--- config.mk ---
export PLATFORM = sky130hd
export DESIGN_NAME = mem_arbiter
export DESIGN_NICKNAME = d
export VERILOG_FILES = /design/src/rtl/mem_arbiter_pkg.sv /design/src/rtl/mem_tag_table.sv /design/src/rtl/mem_arbiter.sv
export SDC_FILE = /design/constraint.sdc
export NUM_CORES = 1
export LEC_CHECK = 0
export ABC_AREA = 1
export CORE_AREA = 3 3 172 174
export DETAILED_ROUTE_END_ITERATION = 7
export DIE_AREA = 0 0 175 177
export PLACE_DENSITY_LB_ADDON = 0.25
export SETUP_SLACK_MARGIN = 0.3
export SYNTH_ARGS = -nofsm -noshare
export SYNTH_HDL_FRONTEND = slang
export SYNTH_HIERARCHICAL = 1
export SYNTH_SLANG_ARGS = --single-unit
--- constraint.sdc ---
create_clock -name clock -period 2.45 [get_ports clock]
set_clock_uncertainty 0.2 [all_clocks]
set_input_delay 0.245 -clock clock [delete_from_list [all_inputs] [get_ports clock]]
set_output_delay 0.245 -clock clock [all_outputs]
set_load 0.02 [all_outputs]
--- src/rtl/mem_arbiter_pkg.sv ---
// Shared widths, bus command encoding and owner-table types for the memory arbiter.
package mem_arbiter_pkg;

  localparam int unsigned XLEN         = 32;
  localparam int unsigned DATA_W       = 64;
  localparam int unsigned TAG_W        = 4;
  localparam int unsigned NUM_MEM_TAGS = 16;

  typedef enum logic [1:0] {
    BUS_NONE  = 2'h0,
    BUS_LOAD  = 2'h1,
    BUS_STORE = 2'h2
  } BUS_COMMAND;

  typedef enum logic {
    OWNER_ICACHE = 1'b0,
    OWNER_DCACHE = 1'b1
  } MEM_OWNER;

  typedef struct packed {
    logic     valid;
    MEM_OWNER owner;
  } MEM_TAG_ENTRY;

endpackage

--- src/rtl/mem_tag_table.sv ---
// Owner table for outstanding load tags: allocate on accepted loads,
// look up and retire on returns, flag orphan returns and reallocation of live tags.
module mem_tag_table
  import mem_arbiter_pkg::*;
(
  input  logic             clock,
  input  logic             reset,
  input  logic             alloc_en,
  input  logic [TAG_W-1:0] alloc_tag,
  input  logic             alloc_owner,
  input  logic [TAG_W-1:0] ret_tag,
  output logic             ret_hit_c,
  output logic             ret_owner_c,
  output logic             err_orphan_tag
);

  MEM_TAG_ENTRY owner_tbl [NUM_MEM_TAGS];

  logic ret_active;
  logic orphan_ret;
  logic realloc_violation;

  // Lookup reads the registered entry, so a same-cycle return sees the old owner.
  always_comb begin
    ret_active        = (ret_tag != '0);
    ret_hit_c         = ret_active && owner_tbl[ret_tag].valid;
    ret_owner_c       = owner_tbl[ret_tag].owner;
    orphan_ret        = ret_active && !owner_tbl[ret_tag].valid;
    realloc_violation = alloc_en && owner_tbl[alloc_tag].valid &&
                        !(ret_hit_c && (ret_tag == alloc_tag));
  end

  // Retire on return first, then let a new allocation win the write.
  always_ff @(posedge clock or posedge reset) begin
    if (reset) begin
      for (int i = 0; i < int'(NUM_MEM_TAGS); i++) begin
        owner_tbl[i] <= '0;
      end
      err_orphan_tag <= 1'b0;
    end else begin
      if (ret_hit_c) begin
        owner_tbl[ret_tag].valid <= 1'b0;
      end
      if (alloc_en) begin
        owner_tbl[alloc_tag] <= '{valid: 1'b1, owner: MEM_OWNER'(alloc_owner)};
      end
      if (orphan_ret || realloc_violation) begin
        err_orphan_tag <= 1'b1;
      end
    end
  end

endmodule

--- src/rtl/mem_arbiter.sv ---
// Icache/Dcache to memory-bus arbiter with Dcache priority and tag-based return routing.
// Define MEM_ARB_STARVE_GUARD_EN to enable the Icache starvation guard.
module mem_arbiter
  import mem_arbiter_pkg::*;
#(
  parameter int unsigned STARVE_LIMIT = 4
) (
  input  logic              clock,
  input  logic              reset,
  input  logic [1:0]        Icache2ctrl_command,
  input  logic [XLEN-1:0]   Icache2ctrl_addr,
  input  logic [1:0]        Dcache2ctrl_command,
  input  logic [XLEN-1:0]   Dcache2ctrl_addr,
  input  logic [DATA_W-1:0] Dcache2ctrl_data,
  input  logic [TAG_W-1:0]  mem2proc_response,
  input  logic [DATA_W-1:0] mem2proc_data,
  input  logic [TAG_W-1:0]  mem2proc_tag,
  output logic [1:0]        proc2mem_command,
  output logic [XLEN-1:0]   proc2mem_addr,
  output logic [DATA_W-1:0] proc2Dmem_data,
  output logic [TAG_W-1:0]  ctrl2Icache_response,
  output logic [TAG_W-1:0]  ctrl2Dcache_response,
  output logic [DATA_W-1:0] ctrl2Icache_data,
  output logic [DATA_W-1:0] ctrl2Dcache_data,
  output logic [TAG_W-1:0]  ctrl2Icache_tag,
  output logic [TAG_W-1:0]  ctrl2Dcache_tag,
  output logic              err_orphan_tag
);

  if (STARVE_LIMIT < 1) begin : g_bad_limit
    $error("STARVE_LIMIT must be at least 1");
  end

  logic icache_req;
  logic dcache_req;
  logic starve_force;
  logic grant_d;
  logic grant_i;
  logic alloc_en;
  logic ret_hit;
  logic ret_owner;

  assign icache_req = (Icache2ctrl_command != BUS_NONE);
  assign dcache_req = (Dcache2ctrl_command != BUS_NONE);

`ifdef MEM_ARB_STARVE_GUARD_EN
  localparam int unsigned CNT_W = $clog2(STARVE_LIMIT + 1);

  logic [CNT_W-1:0] starve_cnt;

  assign starve_force = icache_req && (starve_cnt == CNT_W'(STARVE_LIMIT));

  // Count cycles the Icache loses to the Dcache; a rejected forced grant holds priority.
  always_ff @(posedge clock or posedge reset) begin
    if (reset) begin
      starve_cnt <= '0;
    end else if (!icache_req) begin
      starve_cnt <= '0;
    end else if (grant_d) begin
      if (starve_cnt != CNT_W'(STARVE_LIMIT)) begin
        starve_cnt <= starve_cnt + CNT_W'(1);
      end
    end else if (mem2proc_response != '0) begin
      starve_cnt <= '0;
    end
  end
`else
  assign starve_force = 1'b0;
`endif

  // Grant selection, bus muxing and accept-tag routing.
  always_comb begin
    grant_d              = dcache_req && !starve_force;
    grant_i              = icache_req && !grant_d;
    proc2mem_command     = BUS_NONE;
    proc2mem_addr        = '0;
    proc2Dmem_data       = '0;
    ctrl2Icache_response = '0;
    ctrl2Dcache_response = '0;
    if (grant_d) begin
      proc2mem_command     = Dcache2ctrl_command;
      proc2mem_addr        = Dcache2ctrl_addr;
      proc2Dmem_data       = Dcache2ctrl_data;
      ctrl2Dcache_response = mem2proc_response;
    end else if (grant_i) begin
      proc2mem_command     = Icache2ctrl_command;
      proc2mem_addr        = Icache2ctrl_addr;
      ctrl2Icache_response = mem2proc_response;
    end
    alloc_en = (proc2mem_command == BUS_LOAD) && (mem2proc_response != '0);
  end

  mem_tag_table u_tag_table (
    .clock          (clock),
    .reset          (reset),
    .alloc_en       (alloc_en),
    .alloc_tag      (mem2proc_response),
    .alloc_owner    (grant_d),
    .ret_tag        (mem2proc_tag),
    .ret_hit_c      (ret_hit),
    .ret_owner_c    (ret_owner),
    .err_orphan_tag (err_orphan_tag)
  );

  // Returned data and tag go only to the cache that owns the tag.
  always_comb begin
    ctrl2Icache_data = '0;
    ctrl2Dcache_data = '0;
    ctrl2Icache_tag  = '0;
    ctrl2Dcache_tag  = '0;
    if (ret_hit) begin
      if (ret_owner == OWNER_DCACHE) begin
        ctrl2Dcache_data = mem2proc_data;
        ctrl2Dcache_tag  = mem2proc_tag;
      end else begin
        ctrl2Icache_data = mem2proc_data;
        ctrl2Icache_tag  = mem2proc_tag;
      end
    end
  end

endmodule

==> impl_metrics.env <==
export IMPL_status="complete, but fails checks"
export IMPL_failed_checks="setup timing"
export IMPL_drc=0
export IMPL_power_frac_comb_pct=63.3
export IMPL_maxCapViolations=0
export IMPL_dpl_cell_count=1618
export IMPL_hold_class="in -> async"
export IMPL_fin_crit_sh_pct=101.9
export IMPL_ir_drop_uv=210.0
export IMPL_yosys_cell_count_top_type="nor2_1"
export IMPL_final_area_mm2=0.01085
export IMPL_finalCriticalPeriod_ns=2.498
export IMPL_r2r_start="u_tag_table/owner_tbl[31]"
export IMPL_clk_latency_ns=0.28
export IMPL_grt_pass1_wl_mm=40.42
export IMPL_multi_input_area_mm2=0.002888
export IMPL_r2r_slack_ns=0.08
export IMPL_synth_common_cells="nor2_1, nand2_1, inv_1, nand3_1, dfrtp_1"
export IMPL_nFillCells=2899
export IMPL_hpwl_mm=21.60
export IMPL_stdcell_count=1689
export IMPL_hold_viol_final=0
export IMPL_gp_congestion=0.8706
export IMPL_drtIter0Drc=200
export IMPL_grt_use_total_pct=16.77
export IMPL_final_seq_area_um2=825.8
export IMPL_die_area_mm2=0.03098
export IMPL_final_core_utilization_pct=38.85
export IMPL_ant_nets=0
export IMPL_die_x_um=175
export IMPL_avgSynthCellArea_um2=5.005
export IMPL_core_area_mm2=0.02793
export IMPL_layout_nets=1515
export IMPL_grt_setup_unrepaired="true"
export IMPL_switchingPower_uw=1492
export IMPL_drive_gt1_share_pct=33.16
export IMPL_grt_max_degree=35
export IMPL_cts_root_buf="clkbuf_16"
export IMPL_dr_pass1_iters=4
export IMPL_worst_slew_pin_slew_ns=0.4945
export IMPL_internal_power_uw=2205
export IMPL_vias=6574
export IMPL_synth_area_top_cells="nor2_1, dfrtp_1, nand2_1, inv_1, nand3_1"
export IMPL_switching_share_pct=40.36
export IMPL_place_area_mm2=0.009123
export IMPL_yosys_register_bits=33
export IMPL_layout_setup_ws_ns=-0.04757
export IMPL_cp_end_kind="primary output"
export IMPL_cts_path_max_buffers=2
export IMPL_initial_core_util_pct=13.76
export IMPL_ctsHoldBuffers=0
export IMPL_grt_pass1_vias=6627
export IMPL_yosysSeqAreaShare_pct=21.48
export IMPL_grt_overflow=0
export IMPL_crit_type="in -> out"
export IMPL_critPathMaxFanout=7
export IMPL_synthCells=768
export IMPL_cts_made_buffers=5
export IMPL_tritoncts="built"
export IMPL_antenna_found_initial=2
export IMPL_portBuffers=448
export IMPL_critPathArrivalTime_ns=2.05
export IMPL_clkPwrFrac_pct=17.2
export IMPL_yosysTopAreaCell="nor2_1"
export IMPL_maxSlewViolCount=0
export IMPL_synthFlopType="dfrtp_1"
export IMPL_pin_count=449
export IMPL_relSlewSlack_pct=67.00
export IMPL_total_power_uw=3698
export IMPL_die_h_um=177
export IMPL_seqPwrFrac_pct=19.5
export IMPL_synth_edf_count=0
export IMPL_reg2reg_depth=22
export IMPL_power_leakage_uw=0.005619
export IMPL_synthToLayoutAreaGrowth_pct=182.3
export IMPL_syn_num_nets=974
export IMPL_place_ws_ns=-0.8790
export IMPL_p_per_area_mw_per_mm2=340.7
export IMPL_r2r_end="u_tag_table/err_orphan_tag"
export IMPL_synth_top_area_share_pct=22.36
export IMPL_clkTransAtPathRegs_ns=0.05
export IMPL_cts_sinks=33
export IMPL_async_flop_share_pct=100.0
export IMPL_critPathRequiredTime_ns=2.01
export IMPL_drt_wl_total_mm=28.33
export IMPL_yosysWarnings=6
export IMPL_synth_cell_types=23
export IMPL_h_tree_depth=2
export IMPL_setup_viol=66
export IMPL_syn_area_mm2=0.003844
export IMPL_viasPerCell=3.892
export IMPL_start_kind="input pin"
export IMPL_fmax_ghz=0.4004
export IMPL_wire_per_inst_um=16.77
export IMPL_num_rows=61
[layer usage]
layer	vias to the layer above	global-route usage [%]	wire [µm]
met5	-	0	0
met4	0	5.419	873
met3	36	4.226	2080
met2	259	31.07	14780
met1	2969	18.76	10600
li1	3310	-	-
[timing repair]
item	CTS	global route
resized for setup	1037	185
setup buffers	44	6
hold endpoints to repair	0	0
setup endpoints to repair	245	233
pin swaps	15	18
cloned	10	2
[sequential cells by signal, indices dropped and copies added (netlist names)]
name / cells
u_tag_table/err_orphan_tag: 1
u_tag_table/owner_tbl: 32
[logic make-up after synthesis]
group / Yosys count / synth area share [%]
AOI/OAI and AO/OA: 39 / 5.664
xor gates and xnor gates: 3 / 0.6837
buffers and inverters: 204 / 22.10
DFF: 33 / 21.48
and+or+nand+nor: 489 / 50.06
[how the worst max path moves through the flow]
stage	cells past startpoint	slack, ns	end	start
final	12	-0.05	ctrl2Dcache_data[13]	mem2proc_tag[3]
after global routing	10	-0.13	ctrl2Icache_data[9]	u_tag_table/owner_tbl[30]
after CTS	22	-0.10	u_tag_table/err_orphan_tag	u_tag_table/owner_tbl[17]
after detailed placement	12	-0.88	ctrl2Icache_data[26]	mem2proc_tag[0]
after global placement	12	-0.85	ctrl2Icache_data[26]	mem2proc_tag[0]
after floorplan	10	0.33	ctrl2Dcache_data[43]	mem2proc_tag[0]
[stage by stage]
| step | hold WS [ns] | TNS [ns] |
|---|---|---|
| detailed placement | 0.2841 | -103.93 |
| floorplan | 0.1739 | 0 |
| CTS | 0.2107 | -0.7670 |
| finish | 0.1920 | -1.675 |
| global placement | 0.2560 | -98.08 |
| global route | 0.2651 | -9.136 |
[power groups by stage]
stage / Clock (µW) / Combinational, µW / Sequential, µW
4_1_cts: 645 / 2190 / 714
6_report: 636 / 2340 / 719
2_1_floorplan: 0 / 858 / 703
3_3_place_gp: 0 / 1970 / 722
3_5_place_dp: 0 / 1970 / 720
5_1_grt: 673 / 2510 / 730
[cell type report]
cell class / instances / area share, %
diodes: 2 / 0.04612
clock buffers: 6 / 1.280
clock inverters: 1 / 0.06918
inverters: 168 / 5.834
multi-input cells: 531 / 26.61
flip-flops and latches: 33 / 7.610
well taps: 378 / 4.358
repair buffers: 570 / 54.19
[cell usage in the layout (no fill, tap or decap), types with 2 or more instances in the layout]
cell,count
nor2_4,74
buf_16,10
inv_2,8
nor2_2,35
clkdlybuf4s15_2,12
o21ai_1,12
buf_4,109
dlymetal6s2s_1,2
dlygate4sd2_1,57
clkbuf_2,5
nor3_4,2
a22oi_2,5
nor2_1,125
nand2_2,10
clkdlybuf4s50_1,201
nand3_1,41
buf_8,9
nand2_4,2
nand2_1,196
xor2_1,2
buf_2,6
clkbuf_16,7
buf_6,121
diode_2,2
clkdlybuf4s15_1,22
a22oi_1,3
a21oi_1,6
o21ai_0,11
dfrtp_1,33
buf_12,13
inv_1,159
[critical path, cell delays in order]
cell             delay [ns]
clkdlybuf4s15_2        0.25
buf_4                  0.16
nor2_1                 0.15
buf_4                  0.15
nand2_1                0.06
nand4_1                0.22
nand2_4                0.14
buf_12                 0.16
buf_16                 0.14
buf_8                  0.14
nor2_4                 0.09
buf_6                  0.12
No activity file was read; power rests on OpenSTA's default activity.
